===== config.mk =====
export PLATFORM = sky130hd
export DESIGN_NAME = uart_rx_frame_ctrl_flat
export DESIGN_NICKNAME = d
export VERILOG_FILES = /design/src/rtl/uart_rx_frame_ctrl_if.sv /design/src/rtl/uart_rx_frame_ctrl.sv /design/src/flat_wrapper.sv
export SDC_FILE = /design/constraint.sdc
export NUM_CORES = 1
export LEC_CHECK = 0
export ABC_AREA = 1
export CAP_MARGIN = 20
export CORE_ASPECT_RATIO = 1.2
export CORE_MARGIN = 1.5
export CORE_UTILIZATION = 30
export DETAILED_ROUTE_END_ITERATION = 6
export PLACE_DENSITY = 0.51
export SYNTH_ARGS = -nofsm -noshare
export SYNTH_HDL_FRONTEND = slang
export SYNTH_SLANG_ARGS = --single-unit
export TNS_END_PERCENT = 20

===== constraint.sdc =====
create_clock -name clk -period 3 [get_ports clk]
set_input_delay 0.6 -clock clk [delete_from_list [all_inputs] [get_ports clk]]
set_output_delay 0.6 -clock clk [all_outputs]
set_load 0.05 [all_outputs]

===== src/rtl/uart_rx_frame_ctrl_if.sv =====
// uart_rx_frame_ctrl_if: serial line, frame configuration and frame results of the UART RX frame controller
interface uart_rx_frame_ctrl_if #(
    parameter int DATA_W     = 8,
    parameter int PRESCALE_W = 6
);
    logic                  rx_in;
    logic [PRESCALE_W-1:0] prescale;
    logic                  par_en;
    logic                  par_typ;
    logic                  stop2;
    logic [DATA_W-1:0]     p_data;
    logic                  data_valid;
    logic                  par_err;
    logic                  stp_err;
    logic                  strt_glitch;
    logic                  busy;

    modport master (
        input  rx_in, prescale, par_en, par_typ, stop2,
        output p_data, data_valid, par_err, stp_err, strt_glitch, busy
    );

    modport slave (
        output rx_in, prescale, par_en, par_typ, stop2,
        input  p_data, data_valid, par_err, stp_err, strt_glitch, busy
    );
endinterface


===== src/rtl/uart_rx_frame_ctrl.sv =====
// uart_rx_frame_ctrl: oversampling UART receiver with majority vote, optional parity and one/two stop-bit checks
module uart_rx_frame_ctrl #(
    parameter int DATA_W     = 8,
    parameter int PRESCALE_W = 6
) (
    input logic                  clk,
    input logic                  rst_n,
    uart_rx_frame_ctrl_if.master bus
);
    localparam logic [2:0] IDLE   = 3'd0;
    localparam logic [2:0] START  = 3'd1;
    localparam logic [2:0] DATA   = 3'd2;
    localparam logic [2:0] PARITY = 3'd3;
    localparam logic [2:0] STOP1  = 3'd4;
    localparam logic [2:0] STOP2  = 3'd5;
    localparam logic [2:0] ERROR  = 3'd6;
    localparam logic [3:0] BIT_LAST = 4'(DATA_W - 1);
    localparam logic [PRESCALE_W-1:0] P_MIN = PRESCALE_W'(8);

    logic [2:0]            state, state_n;
    logic [PRESCALE_W-1:0] p_l, edge_cnt, half, p_eff;
    logic                  par_en_l, par_typ_l, stop2_l, par_bad;
    logic [3:0]            bit_cnt;
    logic [DATA_W-1:0]     sh;
    logic [2:0]            smp;
    logic                  last_edge, vote, in_stop, frame_end, starting;

    assign p_eff     = bus.prescale < P_MIN ? P_MIN : bus.prescale;
    assign half      = p_l >> 1;
    assign last_edge = edge_cnt == p_l - 1'b1;
    assign vote      = (smp[0] & smp[1]) | (smp[0] & smp[2]) | (smp[1] & smp[2]);
    assign in_stop   = state == STOP1 || state == STOP2;
    assign frame_end = in_stop && last_edge && vote && !(state == STOP1 && stop2_l);
    assign starting  = state_n == START && state != START;

    // Next-state decision; every bit-level decision is taken at last_edge on the voted bit
    always_comb begin
        state_n = state;
        case (state)
            IDLE:         if (!bus.rx_in) state_n = START;
            START:        if (last_edge) state_n = vote ? IDLE : DATA;
            DATA:         if (last_edge && bit_cnt == BIT_LAST) state_n = par_en_l ? PARITY : STOP1;
            PARITY:       if (last_edge) state_n = STOP1;
            STOP1, STOP2: if (last_edge) state_n = !vote ? ERROR :
                                                   !frame_end ? STOP2 :
                                                   !bus.rx_in ? START : IDLE;
            ERROR:        if (bus.rx_in && last_edge) state_n = IDLE;
            default:      state_n = IDLE;
        endcase
    end

    // Counters, sampler, deserialiser, frame config latch and registered output pulses
    always_ff @(posedge clk or negedge rst_n) begin
        if (!rst_n) begin
            state           <= IDLE;
            p_l             <= P_MIN;
            edge_cnt        <= '0;
            bit_cnt         <= '0;
            sh              <= '0;
            smp             <= '0;
            par_en_l        <= 1'b0;
            par_typ_l       <= 1'b0;
            stop2_l         <= 1'b0;
            par_bad         <= 1'b0;
            bus.p_data      <= '0;
            bus.data_valid  <= 1'b0;
            bus.par_err     <= 1'b0;
            bus.stp_err     <= 1'b0;
            bus.strt_glitch <= 1'b0;
            bus.busy        <= 1'b0;
        end else begin
            state           <= state_n;
            bus.busy        <= state_n != IDLE;
            bus.data_valid  <= 1'b0;
            bus.par_err     <= 1'b0;
            bus.stp_err     <= 1'b0;
            bus.strt_glitch <= 1'b0;
            edge_cnt <= (state == IDLE || starting || last_edge || (state == ERROR && !bus.rx_in))
                        ? '0 : edge_cnt + 1'b1;
            if (starting) begin
                p_l       <= p_eff;
                par_en_l  <= bus.par_en;
                par_typ_l <= bus.par_typ;
                stop2_l   <= bus.stop2;
                par_bad   <= 1'b0;
            end
            if (edge_cnt == half - 1'b1) smp[0] <= bus.rx_in;
            if (edge_cnt == half)        smp[1] <= bus.rx_in;
            if (edge_cnt == half + 1'b1) smp[2] <= bus.rx_in;
            if (state == START && last_edge && vote) bus.strt_glitch <= 1'b1;
            if (state == DATA && last_edge) begin
                sh      <= {vote, sh[DATA_W-1:1]};
                bit_cnt <= bit_cnt == BIT_LAST ? '0 : bit_cnt + 1'b1;
            end
            if (state == PARITY && last_edge) par_bad <= vote != (^sh ^ par_typ_l);
            if (in_stop && last_edge && !vote) begin
                bus.stp_err <= 1'b1;
                bus.par_err <= par_bad;
            end
            if (frame_end) begin
                if (par_bad) bus.par_err <= 1'b1;
                else begin
                    bus.p_data     <= sh;
                    bus.data_valid <= 1'b1;
                end
            end
        end
    end
endmodule


===== src/flat_wrapper.sv =====
// flat-port wrapper written by rule: the top's interface ports become plain ports
module uart_rx_frame_ctrl_flat 
#(
    parameter int DATA_W     = 8,
    parameter int PRESCALE_W = 6
)
  (clk, rst_n, bus_rx_in, bus_prescale, bus_par_en, bus_par_typ, bus_stop2, bus_p_data, bus_data_valid, bus_par_err, bus_stp_err, bus_strt_glitch, bus_busy);
  uart_rx_frame_ctrl_if #(.DATA_W(DATA_W), .PRESCALE_W(PRESCALE_W)) bus_i ();
  input logic clk;
  input logic rst_n;
  input wire logic [$bits(bus_i.rx_in)-1:0] bus_rx_in;
  input wire logic [$bits(bus_i.prescale)-1:0] bus_prescale;
  input wire logic [$bits(bus_i.par_en)-1:0] bus_par_en;
  input wire logic [$bits(bus_i.par_typ)-1:0] bus_par_typ;
  input wire logic [$bits(bus_i.stop2)-1:0] bus_stop2;
  output wire logic [$bits(bus_i.p_data)-1:0] bus_p_data;
  output wire logic [$bits(bus_i.data_valid)-1:0] bus_data_valid;
  output wire logic [$bits(bus_i.par_err)-1:0] bus_par_err;
  output wire logic [$bits(bus_i.stp_err)-1:0] bus_stp_err;
  output wire logic [$bits(bus_i.strt_glitch)-1:0] bus_strt_glitch;
  output wire logic [$bits(bus_i.busy)-1:0] bus_busy;
  assign bus_i.rx_in = bus_rx_in;
  assign bus_i.prescale = bus_prescale;
  assign bus_i.par_en = bus_par_en;
  assign bus_i.par_typ = bus_par_typ;
  assign bus_i.stop2 = bus_stop2;
  assign bus_p_data = bus_i.p_data;
  assign bus_data_valid = bus_i.data_valid;
  assign bus_par_err = bus_i.par_err;
  assign bus_stp_err = bus_i.stp_err;
  assign bus_strt_glitch = bus_i.strt_glitch;
  assign bus_busy = bus_i.busy;
  uart_rx_frame_ctrl #(.DATA_W(DATA_W), .PRESCALE_W(PRESCALE_W)) u_core (.clk(clk), .rst_n(rst_n), .bus(bus_i));
endmodule

==> summary.txt, run 1 <==
Timing
  • Worst Tran Pin Value: 0.505 ns
  • RSZ-0062 raised after global routing: no
  • Crit path time final: ~2.6 ns
  • Hold Violations, Final: 0
  • Pins Over Slew Limit: 0
  • Final TNS setup: 0 ns
  • Post-Route Skew: 0.0184 ns
  • Final Setup Violations: 0
  • Fmax: 0.378 GHz
  • Final Cycle Share: 0.881
  • Worst slew margin: 0.663

Worst setup path
  • Worst r2r src: u_core.p_l[1]
  • Worst setup startpoint: u_core.p_l[1]
  • Worst path most repeated cell: nand2_1
  • CP endpoint kind: flop
  • CP Data Arrival Time: 2.83 ns
  • CP cell instances: inv_1, ha_1, inv_1, nand2_1, nand2_1, nor2_8, nand2_2, nor2_4, nand3_4, o21ai_2, nand2_1, nor2_2, nand3_2, nor2_4, nand2_4, nand2_1, nand2_1
  • Setup Crit Path Kind: flop to flop
  • Slowest cell on crit path: dfrtp_1
  • Crit Path Max Fanout: 11
  • Startpoint Class: flop
  • CP peak stage delay: 0.44 ns
  • Data required time at the worst endpoint: approximately 3.2 ns
  • Bufs and invs on worst path: 2
  • Critical path's top delay family: simple AND/OR/NAND/NOR gates

Routing
  • DR vias/cell: about 4.5
  • WL/cell: 12.2 um
  • DR vias: roughly 2300
  • Routed length on met1: 2.81 mm
  • Drt total wl: 6.13 mm
  • Max Used Layer: met4
  • Final ANT Viol Nets: 0
  • Residual DRC count: 0
  • Met3 wire len: 159 um
  • DR iter-0 viols: 103
  • Drt pass-1 iters: 4
  • Met2 wire length: ~3.1 mm

Clock tree
  • CTS Hold Bufs: 0
  • CTS-repair resized insts: 0
  • Clock buffer depth: 2
  • Postcts setup bufs: 0
  • Skew-Pair Late Insertion Delay: a little over 0.3 ns
  • CTS buffer count: 5
  • Clock root buffer master: clkbuf_8
  • Clk sinks: 47
  • Clk pin slew, worst setup/hold paths: approximately 0.10 ns
  • H-tree depth: 2
  • CTS tree: yes

Floorplan
  • Die height: 108 um
  • Die area: 0.00971 sq mm
  • Rows: 38
  • Area of the core: 0.00894 sq mm
  • Die extent in x: roughly 90 um
  • Io pins: 25
  • Initial Util: 0.306

Placement
  • RePlAce Congestion: 0.918
  • HPWL Detailed: between 4 and 5 mm
  • PortBufs: 24

Global route
  • Pin count of the biggest net entering global routing: 21
  • Vias in the first global route: 2214
  • First-pass GRT wire length: 10.5 mm
  • Global Route Usage Sum: 0.135
  • Gr ovfl total: 0
  • Initial antenna violation count: 0

Yosys
  • Synthesis Warnings: 0
  • Synth top cells by count: nand2_1 (97), dfrtp_1 (46), inv_1 (44)
  • Register area share after synthesis: 0.430
  • Post-Syn Instances: between 300 and 400
  • Post-synth EDFFs: 0
  • Leading area contributor after synthesis: dfrtp_1
  • Async set or reset register ratio after synthesis: 1.00
  • Yosys cell types: 38
  • Top cells by area, synth: dfrtp_1 (42%), nand2_1 (13%), inv_1 (6.0%), nand3_1 (5.1%), xnor2_1 (4.8%)
  • Synth Net Count: 372
  • Synthesis-stage register bit count: between 40 and 50
  • Post-synth top area share: 0.420
  • Ys flop type: dfrtp_1
  • Top-count cell post-synth: nand2_1
  • Synthesized cell area: 0.00274 sq mm
  • Avg Inst Size Synth: 7.73 sq um

Power
  • Peak VDD IR: about 340 uV
  • Power density cells: 904 mW/mm^2
  • Static Leak: 1.57 nW

Layout
  • Fin util: 0.362
  • Share of layout cells above drive strength 1: 0.104
  • ANT cells: 0
  • Synthesis-to-finish area growth: 18.2%
  • Nets@finish: 401

Status
  • Status: finished clean

Run
  • Max cap viols: 0

Worst hold path
  • Worst min-delay path class: primary input to async pin
==> layer usage <==
metal,global-route usage,up-vias
met4,0.0476,0
met3,0.0198,11
met1,0.167,1035
li1,-,1182
met5,0,-
met2,0.239,36
==> area by class of cell <==
| cell class | instances | area [sq um] |
|---|---|---|
| inverter | 50 | 193 |
| multi-input combinational | 251 | 1330 |
| clock buffer | 6 | 82.6 |
| timing repair buffer | 28 | 265 |
| tap | 120 | 150 |
| fill | 973 | 5700 |
| sequential | 47 | 1180 |
| clock inverter | 2 | 38.8 |
==> cells in the final DEF, fill, tap and decap left out, types with 2 or more instances in the layout <==
| cell | n |
|---|---|
| buf_4 | 4 |
| o21ai_0 | 17 |
| nor2_2 | 3 |
| xor2_1 | 5 |
| ha_1 | 6 |
| clkdlybuf4s50_1 | 23 |
| nand3_1 | 28 |
| dfrtp_1 | 46 |
| nor2_1 | 31 |
| nor3_1 | 6 |
| nand3_2 | 3 |
| inv_2 | 5 |
| inv_1 | 44 |
| o21ai_1 | 8 |
| nand4_1 | 6 |
| nand2_2 | 5 |
| nand2_1 | 97 |
| xnor2_1 | 15 |
| nor2_4 | 2 |
| a21oi_1 | 4 |
| nor3b_1 | 2 |
| clkbuf_8 | 6 |
==> cells by family after synthesis <==
group / count (synthesis) / synth area share
compound gates: 35 / 0.0699
xor+xnor: 20 / 0.0640
fa+ha+maj: 6 / 0.0274
buf+inv: 56 / 0.0841
flops: 47 / 0.430
mux: 1 / 0.00411
simple gates: 189 / 0.320
==> registers in the layout, summed over array words and instances, names as in the netlist, 3 cells and up <==
| signal | flops |
|---|---|
| u_core.bit_cnt | 4 |
| u_core.bus.p_data | 8 |
| u_core.p_l | 6 |
| u_core.edge_cnt | 6 |
| u_core.sh | 8 |
| u_core.smp | 3 |
| u_core.state | 3 |
==> power breakdown <==
group | switching [W] | internal (W)
Combinational | 0.000932 | 0.000518
Clock | 0.000228 | 0.000274
Sequential | 0.000189 | 0.000782
Total | 0.00135 | 0.00157
==> per-stage QoR <==
stage / cells / worst slack, ns / hold WS [ns] / power (W) / instance area [sq um]
floorplan: 354 / 0.795 / 0.304 / 0.00212 / 2740
global route: 504 / 0.0669 / 0.271 / 0.00321 / 3240
finish: 504 / 0.358 / 0.241 / 0.00292 / 3240
detailed placement: 496 / 0.388 / 0.465 / 0.00244 / 3120
CTS: 504 / 0.356 / 0.254 / 0.00296 / 3240
global placement: 496 / 0.434 / 0.470 / 0.00243 / 3120
==> path summary, 6_finish.rpt <==
| check | depth (start not counted) | slack, ns | end |
|---|---|---|---|
| setup / recovery | 17 | 0.36 | u_core.p_l[0] |
| hold / removal | 1 | 0.24 | u_core.bus.p_data[4] |
| setup reg to reg | 17 | 0.36 | u_core.p_l[0] |
| hold reg to reg | 1 | 0.45 | u_core.bus.data_valid |
| max in group asynchronous | 2 | 2.14 | u_core.bit_cnt[0] |
| min in group clk | 1 | 0.45 | u_core.bus.data_valid |
(Power assumes the default switching activity.)
==> inputs of run 2 (changes only) <==
--- a/config.mk
+++ b/config.mk
@@ -12,6 +12,7 @@
 export CORE_UTILIZATION = 30
 export DETAILED_ROUTE_END_ITERATION = 6
 export PLACE_DENSITY = 0.51
+export SETUP_SLACK_MARGIN = 0.02
 export SYNTH_ARGS = -nofsm -noshare
 export SYNTH_HDL_FRONTEND = slang
 export SYNTH_SLANG_ARGS = --single-unit
==> results of run 2 <==
The final DEF is identical to that of run 1; final timing and power are the same.
==> inputs of run 3 (changes only) <==
--- a/config.mk
+++ b/config.mk
@@ -10,9 +10,11 @@
 export CORE_ASPECT_RATIO = 1.2
 export CORE_MARGIN = 1.5
 export CORE_UTILIZATION = 30
+export CTS_CLUSTER_DIAMETER = 40
 export DETAILED_ROUTE_END_ITERATION = 6
 export PLACE_DENSITY = 0.51
 export SETUP_SLACK_MARGIN = 0.02
+export SKIP_LAST_GASP = 1
 export SYNTH_ARGS = -nofsm -noshare
 export SYNTH_HDL_FRONTEND = slang
 export SYNTH_SLANG_ARGS = --single-unit
==> results of run 3 <==
The final DEF is identical to that of run 1; final timing and power are the same.
